File: config.mk
export PLATFORM = sky130hd
export DESIGN_NAME = step_fsm_monitor_tmr
export DESIGN_NICKNAME = d
export VERILOG_FILES = /design/src/rtl/step_fsm_monitor_tmr.sv
export SDC_FILE = /design/constraint.sdc
export NUM_CORES = 1
export LEC_CHECK = 0
export ABC_CLOCK_PERIOD_IN_PS = 3200
export BUFFER_PORTS_ARGS = -buffer_cell sky130_fd_sc_hd__buf_2
export CORE_AREA = 2 2 115 117
export CTS_BUF_LIST = sky130_fd_sc_hd__clkbuf_16
export DETAILED_ROUTE_END_ITERATION = 12
export DIE_AREA = 0 0 117 119
export PLACE_DENSITY_LB_ADDON = 0.3
export SYNTH_ARGS = -nofsm -noshare
export SYNTH_HDL_FRONTEND = slang
export SYNTH_SLANG_ARGS = --single-unit
File: constraint.sdc
create_clock -name clk_i -period 3.2 [get_ports clk_i]
set_input_delay 0 -clock clk_i [delete_from_list [all_inputs] [get_ports clk_i]]
set_output_delay 0 -clock clk_i [all_outputs]
set_load 0.01 [all_outputs]
File: src/rtl/step_fsm_monitor_tmr.sv
// ---------------------------------------------------------------------------
// step_fsm_monitor_tmr
//
// Triplicated monitor for the TMR step FSM. It votes the three state copies,
// detects entries into S1_C, S2_C and ERROR, and counts each one in a
// saturating counter. It also queues every detected entry as an event code in
// a 2-deep buffer that is drained through a valid/ready handshake. All state
// is held in three copies. Each copy reloads from the voted value, so a
// single upset copy is corrected on the next clock.
//
// Optional feature (macro STEP_FSM_MON_MISMATCH_EN): adds mismatch_o, a
// sticky flag that is set when the three input copies disagree.
//
// Ports:
//   clk_i                   single clock
//   rst_i                   synchronous, active-high reset
//   state_a_i/b_i/c_i       three state copies from the step FSM
//   clear_i                 synchronous clear of all counters (and mismatch)
//   s1_cnt_o                voted count of S1 completions
//   s2_cnt_o                voted count of S2 completions
//   err_cnt_o               voted count of ERROR entries
//   drop_cnt_o              voted count of events lost to a full buffer
//   evt_valid_o             event buffer head valid
//   evt_code_o              head event: 01 S1 done, 10 S2 done, 11 error
//   evt_ready_i             consumer accepts head when high with evt_valid_o
//   mismatch_o              sticky copy-disagreement flag (macro only)
// ---------------------------------------------------------------------------
module step_fsm_monitor_tmr #(
  parameter int                   IO_SIZE_G     = 3,
  parameter logic [IO_SIZE_G-1:0] IDLE          = IO_SIZE_G'(0),
  parameter logic [IO_SIZE_G-1:0] S1_C          = IO_SIZE_G'(3),
  parameter logic [IO_SIZE_G-1:0] S2_C          = IO_SIZE_G'(6),
  parameter logic [IO_SIZE_G-1:0] ERROR         = IO_SIZE_G'(7),
  parameter logic [IO_SIZE_G-1:0] RESET_STATE_G = IDLE,
  parameter int                   CNT_W_G       = 16
) (
  input  logic                 clk_i,
  input  logic                 rst_i,
  input  logic [IO_SIZE_G-1:0] state_a_i,
  input  logic [IO_SIZE_G-1:0] state_b_i,
  input  logic [IO_SIZE_G-1:0] state_c_i,
  input  logic                 clear_i,
  output logic [CNT_W_G-1:0]   s1_cnt_o,
  output logic [CNT_W_G-1:0]   s2_cnt_o,
  output logic [CNT_W_G-1:0]   err_cnt_o,
  output logic [CNT_W_G-1:0]   drop_cnt_o,
  output logic                 evt_valid_o,
  output logic [1:0]           evt_code_o,
  input  logic                 evt_ready_i
`ifdef STEP_FSM_MON_MISMATCH_EN
  ,
  output logic                 mismatch_o
`endif
);

  localparam logic [CNT_W_G-1:0] CNT_MAX = '1;
  localparam logic [1:0] CODE_S1  = 2'b01;
  localparam logic [1:0] CODE_S2  = 2'b10;
  localparam logic [1:0] CODE_ERR = 2'b11;

  // Counter index: 0 = S1, 1 = S2, 2 = ERROR, 3 = drop
  localparam int N_CNT = 4;

  logic [IO_SIZE_G-1:0] voted_state;
  logic [IO_SIZE_G-1:0] prev_state;
  logic [IO_SIZE_G-1:0] prev_copy [3];

  logic [CNT_W_G-1:0]   cnt_copy  [3][N_CNT];
  logic [CNT_W_G-1:0]   cnt_voted [N_CNT];
  logic [N_CNT-1:0]     cnt_inc;

  logic [1:0] buf_cnt_copy  [3];
  logic [1:0] buf_head_copy [3];
  logic [1:0] buf_tail_copy [3];
  logic [1:0] buf_cnt, buf_head, buf_tail;
  logic [1:0] buf_cnt_next, buf_head_next, buf_tail_next;
  logic [1:0] buf_slot;

  logic       evt_fire;
  logic [1:0] evt_code;
  logic       evt_pop;
  logic       evt_push;
  logic       evt_drop;

  // Bitwise majority of the incoming copies
  assign voted_state = (state_a_i & state_b_i) | (state_a_i & state_c_i) |
                       (state_b_i & state_c_i);

  assign prev_state = (prev_copy[0] & prev_copy[1]) | (prev_copy[0] & prev_copy[2]) |
                      (prev_copy[1] & prev_copy[2]);

  assign buf_cnt  = (buf_cnt_copy[0] & buf_cnt_copy[1]) | (buf_cnt_copy[0] & buf_cnt_copy[2]) |
                    (buf_cnt_copy[1] & buf_cnt_copy[2]);
  assign buf_head = (buf_head_copy[0] & buf_head_copy[1]) | (buf_head_copy[0] & buf_head_copy[2]) |
                    (buf_head_copy[1] & buf_head_copy[2]);
  assign buf_tail = (buf_tail_copy[0] & buf_tail_copy[1]) | (buf_tail_copy[0] & buf_tail_copy[2]) |
                    (buf_tail_copy[1] & buf_tail_copy[2]);

  // Entry detection: a state only counts on the cycle it is first seen
  always_comb begin
    evt_fire = 1'b0;
    evt_code = 2'b00;
    if (voted_state != prev_state) begin
      if (voted_state == S1_C) begin
        evt_fire = 1'b1;
        evt_code = CODE_S1;
      end else if (voted_state == S2_C) begin
        evt_fire = 1'b1;
        evt_code = CODE_S2;
      end else if (voted_state == ERROR) begin
        evt_fire = 1'b1;
        evt_code = CODE_ERR;
      end
    end
  end

  assign evt_valid_o = (buf_cnt != 2'd0);
  assign evt_code_o  = evt_valid_o ? buf_head : 2'b00;

  // A full buffer still accepts a new event when its head leaves this cycle
  assign evt_pop  = evt_valid_o && evt_ready_i;
  assign evt_push = evt_fire && ((buf_cnt != 2'd2) || evt_pop);
  assign evt_drop = evt_fire && !evt_push;

  assign cnt_inc = {evt_drop,
                    evt_fire && (evt_code == CODE_ERR),
                    evt_fire && (evt_code == CODE_S2),
                    evt_fire && (evt_code == CODE_S1)};

  // Two-slot FIFO: head/tail registers; a pop shifts tail into head
  always_comb begin
    buf_head_next = buf_head;
    buf_tail_next = buf_tail;
    buf_cnt_next  = buf_cnt;
    buf_slot      = buf_cnt;
    if (evt_pop) begin
      buf_head_next = buf_tail;
      buf_slot      = buf_cnt - 2'd1;
    end
    if (evt_push) begin
      if (buf_slot == 2'd0) begin
        buf_head_next = evt_code;
      end else begin
        buf_tail_next = evt_code;
      end
    end
    if (evt_push && !evt_pop) begin
      buf_cnt_next = buf_cnt + 2'd1;
    end else if (!evt_push && evt_pop) begin
      buf_cnt_next = buf_cnt - 2'd1;
    end
  end

`ifdef STEP_FSM_MON_MISMATCH_EN
  logic       copies_differ;
  logic       mismatch_copy [3];
  logic       mismatch_voted;

  assign copies_differ  = (state_a_i != state_b_i) || (state_b_i != state_c_i);
  assign mismatch_voted = (mismatch_copy[0] & mismatch_copy[1]) |
                          (mismatch_copy[0] & mismatch_copy[2]) |
                          (mismatch_copy[1] & mismatch_copy[2]);
  assign mismatch_o     = mismatch_voted;
`endif

  genvar gi, ki;
  generate
    for (gi = 0; gi < 3; gi++) begin : g_copy
      logic [IO_SIZE_G-1:0] prev_reg;
      logic [CNT_W_G-1:0]   cnt_reg [N_CNT];
      logic [1:0]           buf_cnt_reg;
      logic [1:0]           buf_head_reg;
      logic [1:0]           buf_tail_reg;

      // Every copy rebuilds its next value from the voted value
      always_ff @(posedge clk_i) begin
        if (rst_i) begin
          prev_reg     <= RESET_STATE_G;
          buf_cnt_reg  <= 2'd0;
          buf_head_reg <= 2'd0;
          buf_tail_reg <= 2'd0;
          for (int k = 0; k < N_CNT; k++) begin
            cnt_reg[k] <= '0;
          end
        end else begin
          prev_reg     <= voted_state;
          buf_cnt_reg  <= buf_cnt_next;
          buf_head_reg <= buf_head_next;
          buf_tail_reg <= buf_tail_next;
          for (int k = 0; k < N_CNT; k++) begin
            if (clear_i) begin
              cnt_reg[k] <= '0;
            end else if (cnt_inc[k] && (cnt_voted[k] != CNT_MAX)) begin
              cnt_reg[k] <= cnt_voted[k] + 1'b1;
            end else begin
              cnt_reg[k] <= cnt_voted[k];
            end
          end
        end
      end

      assign prev_copy[gi]     = prev_reg;
      assign buf_cnt_copy[gi]  = buf_cnt_reg;
      assign buf_head_copy[gi] = buf_head_reg;
      assign buf_tail_copy[gi] = buf_tail_reg;

      for (ki = 0; ki < N_CNT; ki++) begin : g_cnt_out
        assign cnt_copy[gi][ki] = cnt_reg[ki];
      end

`ifdef STEP_FSM_MON_MISMATCH_EN
      logic mismatch_reg;

      // Clear wins over a disagreement seen in the same cycle
      always_ff @(posedge clk_i) begin
        if (rst_i || clear_i) begin
          mismatch_reg <= 1'b0;
        end else begin
          mismatch_reg <= mismatch_voted | copies_differ;
        end
      end

      assign mismatch_copy[gi] = mismatch_reg;
`endif
    end

    for (ki = 0; ki < N_CNT; ki++) begin : g_cnt_vote
      assign cnt_voted[ki] = (cnt_copy[0][ki] & cnt_copy[1][ki]) |
                             (cnt_copy[0][ki] & cnt_copy[2][ki]) |
                             (cnt_copy[1][ki] & cnt_copy[2][ki]);
    end
  endgenerate

  assign s1_cnt_o   = cnt_voted[0];
  assign s2_cnt_o   = cnt_voted[1];
  assign err_cnt_o  = cnt_voted[2];
  assign drop_cnt_o = cnt_voted[3];

endmodule

==> Word level (Yosys, flattened, before mapping) <==
Memory sizes are Yosys's and may differ from the RTL's.
Cells that the tools add are included.
{ "totals": {"register_bits": 9, "mem_bits_rw": 192, "input_bits": 13, "word_cells": 205, "mem_count": 3} }
{ "classes": {"addsub": 6, "n_eq_ne": 12, "muxes": 90, "bitwise_logic": 73, "reduce_logical": 17} }
{ "memory_table": {"columns": ["memory", "words", "width", "rd", "rd_clocked_by_memory_dff", "write_ports", "line_no", "source"], "rows": [
  ["g_copy[0].cnt_reg", 4, 16, 4, 0, 4, "170", "logic [CNT_W_G-1:0] cnt_reg [N_CNT];"],
  ["g_copy[1].cnt_reg", 4, 16, 4, 0, 4, "170", null],
  ["g_copy[2].cnt_reg", 4, 16, 4, 0, 4, "170", null]
]} }
{ "op_table": {"columns": ["operator", "count"], "rows": [
  ["16-bit two-way mux", 36],
  ["16-bit bitwise AND", 12],
  ["16-bit bitwise OR", 8],
  ["16-bit by 1-bit adder with 16-bit output (second input constant)", 4],
  ["16-bit != test (second input constant)", 4],
  ["1-bit two-way mux", 41],
  ["1-bit bitwise OR", 36],
  ["2-bit two-way mux", 13],
  ["3-bit bitwise AND", 4],
  ["1-bit logical AND", 12],
  ["2-bit bitwise OR", 6],
  ["3-bit bitwise OR", 4],
  ["2-bit bitwise AND", 3],
  ["3-bit == test (second input constant)", 2],
  ["2-bit == test (second input constant)", 2],
  ["3-bit by 2-bit == test with 1-bit output (second input constant)", 1],
  ["3-bit != test", 1],
  ["2-bit by 1-bit adder with 2-bit output (second input constant)", 1],
  ["2-bit by 1-bit == test with 1-bit output (second input constant)", 1],
  ["1-bit logical NOT", 2],
  ["2-bit logical NOT", 1],
  ["2-bit != test (second input constant)", 1],
  ["2-bit nonzero test", 1],
  ["2-bit by 1-bit subtractor with 2-bit output (second input constant)", 1],
  ["1-bit logical OR", 1]
]} }

==> Logic depth before layout (Yosys ltp) <==
{ "depth": {"ltp_word": 18, "depth_mapped": 10, "mapped_depth_nobuf": 10} }

==> Worst setup path after synthesis <==
No wires, ideal clock.
{ "synth_path": {"path_type": "register to register", "from": "mem g_copy[2].cnt_reg[2][0]", "to": "mem g_copy[2].cnt_reg[2][13], data pin", "setup_ns": 0.254, "arrival_time_ns": 1.955, "t_required_ns": 2.946, "setup_slack_ns": 0.991, "path_stages_with_launch": 8, "n_path_buf": 1, "period_less_slack_ns": 2.209, "path_cell_list": "edfxtp_1 ha_1 and2_1 and2_1 a211o_1 clkbuf_1 o31a_1 o21a_1"} }
{ "synth_lines": {"columns": ["item", "line_no"], "rows": [
  ["start: declaration", "170"]
]} }

==> reports/qor.yml <==
grt_antenna_before_repair: 0
skew_ns: 0.007170
fin_setup_tns_ns: 0
ctsLongestPathBuffers: 2
cts_max_level: 3
ctsResizeCount: 0
antenna_cells: 0
rows: 42
synth_edf_count: 64
hold_viol: 0
wl_um: 9927
critPathKind: "reg -> reg"
cap_violations: 0
die_width_um: 117
dr.pass1.iters: 5
die_y_um: 119
yosys-top-cells-area: "edfxtp_1 44%, xnor2_1 5.9%, nor2_1 4.4%"
layout_commonest_cell: "buf_2"
synth_flop_cell: "edfxtp_1"
async_flop_share_pct: 0
cellPowerDensity_nw_per_um2: 502.6
min_path_type: "in -> reg"
regArea_sq_um: 2102
max_freq_ghz: 0.4216
post-cts-setup-buffers: 0
ant_nets: 0
fin_crit_ns: 2.372
grt_max_degree: 28
area_delta_synth_final_pct: 24.79
multi_input_area_sq_um: 2305
syn_inst: 429
ctsHoldBuffers: 0
n_fill_cell: 1261
clock_latency_ns: 0.34
dp_hpwl_um: 7227
post-place-ws_ns: 0.8353
ios: 80
port_buffers: 79
cp_max_fo: 6
clockRootBuffer: "clkbuf_16"
nets: 571
final_cell_mix: "79 x buf_2, 64 x edfxtp_1, 51 x nor2_1"
startpoint_type: "flop"
clk_pin_slew_worst_paths_ns: 0.06
first_iter_violations: 207
drive_above_1_share_pct: 19.46
ys_warn_count: 0
rsz0062_at_grt: "no"
grt_overflow: 0
period_share_pct: 74.13
fin_util_pct: 42.02
wl_per_cell_um: 13.58
holdWs_ns: 0.03363
placeableCoreArea_sq_um: 12870
peakVddDrop_mv: 0.2816
worstPathRequired_ns: 3.28
synth_area_sq_um: 4335
worstPathArrival_ns: 2.45
synth_cell_types: 54
start_util_pct: 33.67
status: "finished clean"
largest_reg_flops: 64
cts_made_buffers: 9
grt.total_usage_pct: 14.83
end_kind: "flop"
vias_per_cell: 4.973
grt_pass1_vias: 3467
cts_tree: "yes"
setup_viol: 0
slew_violations: 0
routabilityCongestion: 0.7701
tightest_slew_ns: 0.7691
seq_area_frac_synth_pct: 48.48
setup_slack_ns: 0.8280
avgSynthCellArea_sq_um: 10.11
vias: 3635
grt_pass1_wl_um: 16340
relSlewSlack_pct: 48.42
cts.sinks: 73
yosysTopAreaCellShare_pct: 44.33
drc: 0
die_area_sq_um: 13920
synth_largest_area_cell: "edfxtp_1"
ys_ff_latch: 73
p_leak_nw: 2.062
-- worst max-delay path, cell delays in order, from the launching register on --
cell      delay [ns]
edfxtp_1        0.47
and4_1          0.29
and3_1          0.25
a211oi_1        0.69
nand3_1         0.25
mux2i_1         0.17
-- per-stage QoR --
step,cells,instance area (sq um),power (mW)
after detailed placement,715,5075,1.592
after global placement,715,5075,1.577
after floorplan,476,4512,1.458
after CTS,731,5410,2.750
final,731,5410,2.719
after global routing,731,5410,2.846
-- Yosys cell counts, types with 7 or more instances --
cell and number:
a211oi_1 10, a21oi_1 15, and3_1 8, and4_1 10, clkbuf_1 17, dfxtp_1 9
edfxtp_1 64, ha_1 8, inv_1 10, mux2i_1 8, nand2_1 34, nand3_1 29
nand4_1 12, nor2_1 51, nor4_1 12, or4_1 7, xnor2_1 29, xor2_1 9
-- report_power, final --
group / internal [mW] / leakage (nW) / switching (mW) / total, mW
sequential: 1.11 / 0.746 / 0.0728 / 1.18
clock: 0.754 / 0.164 / 0.391 / 1.15
combinational: 0.157 / 1.15 / 0.235 / 0.392
total: 2.02 / 2.06 / 0.699 / 2.72
-- logic make-up (layout without fill, tap and decap cells) --
group	count (synthesis)	in the layout	share of synthesized area [%]
and+or+nand+nor	206	206	25.74
DFF	73	73	48.48
AOI/OAI and AO/OA	61	61	9.899
xor gates and xnor gates	38	38	7.677
buffers and inverters	28	107	2.424
adders and majority gates	11	11	3.059
muxes	11	11	2.626
other	1	48	0.08650
-- final timing paths --
kind         cells after the start  slack [ns]                              startpoint                                      to
max                              5        0.83   g_copy[2].cnt_reg[2][9]$_SDFFCE_PN0P_   g_copy[2].cnt_reg[2][3]$_SDFFCE_PN0P_
min                              2        0.03                                   rst_i        g_copy[2].prev_reg[1]$_SDFF_PP0_
max reg2reg                      5        0.83   g_copy[2].cnt_reg[2][9]$_SDFFCE_PN0P_   g_copy[2].cnt_reg[2][3]$_SDFFCE_PN0P_
min reg2reg                      2        0.50  g_copy[2].buf_tail_reg[1]$_SDFFE_PP0P_  g_copy[2].buf_tail_reg[1]$_SDFFE_PP0P_
-- layer usage --
metal / global-route usage, % / share of wire (%) / vias to the layer above / routed length [um]
met2: 23.63 / 46 / 98 / 4578
li1: - / - / 1814 / -
met5: 0 / 0 / - / 0
met1: 19.05 / 46 / 1714 / 4577
met3: 5.598 / 6.9 / 9 / 680
met4: 3.456 / 0.92 / 0 / 91
-- area by class of cell --
cell class                 instances  area share, %
multi-input combinational        375          42.60
inverter                          10         0.6938
timing repair buffer              81          7.586
clock inverter                     7          2.035
tap                              176          4.070
sequential                        73          38.85
clock buffer                       9          4.163
Power figures use the tool's default switching activity.
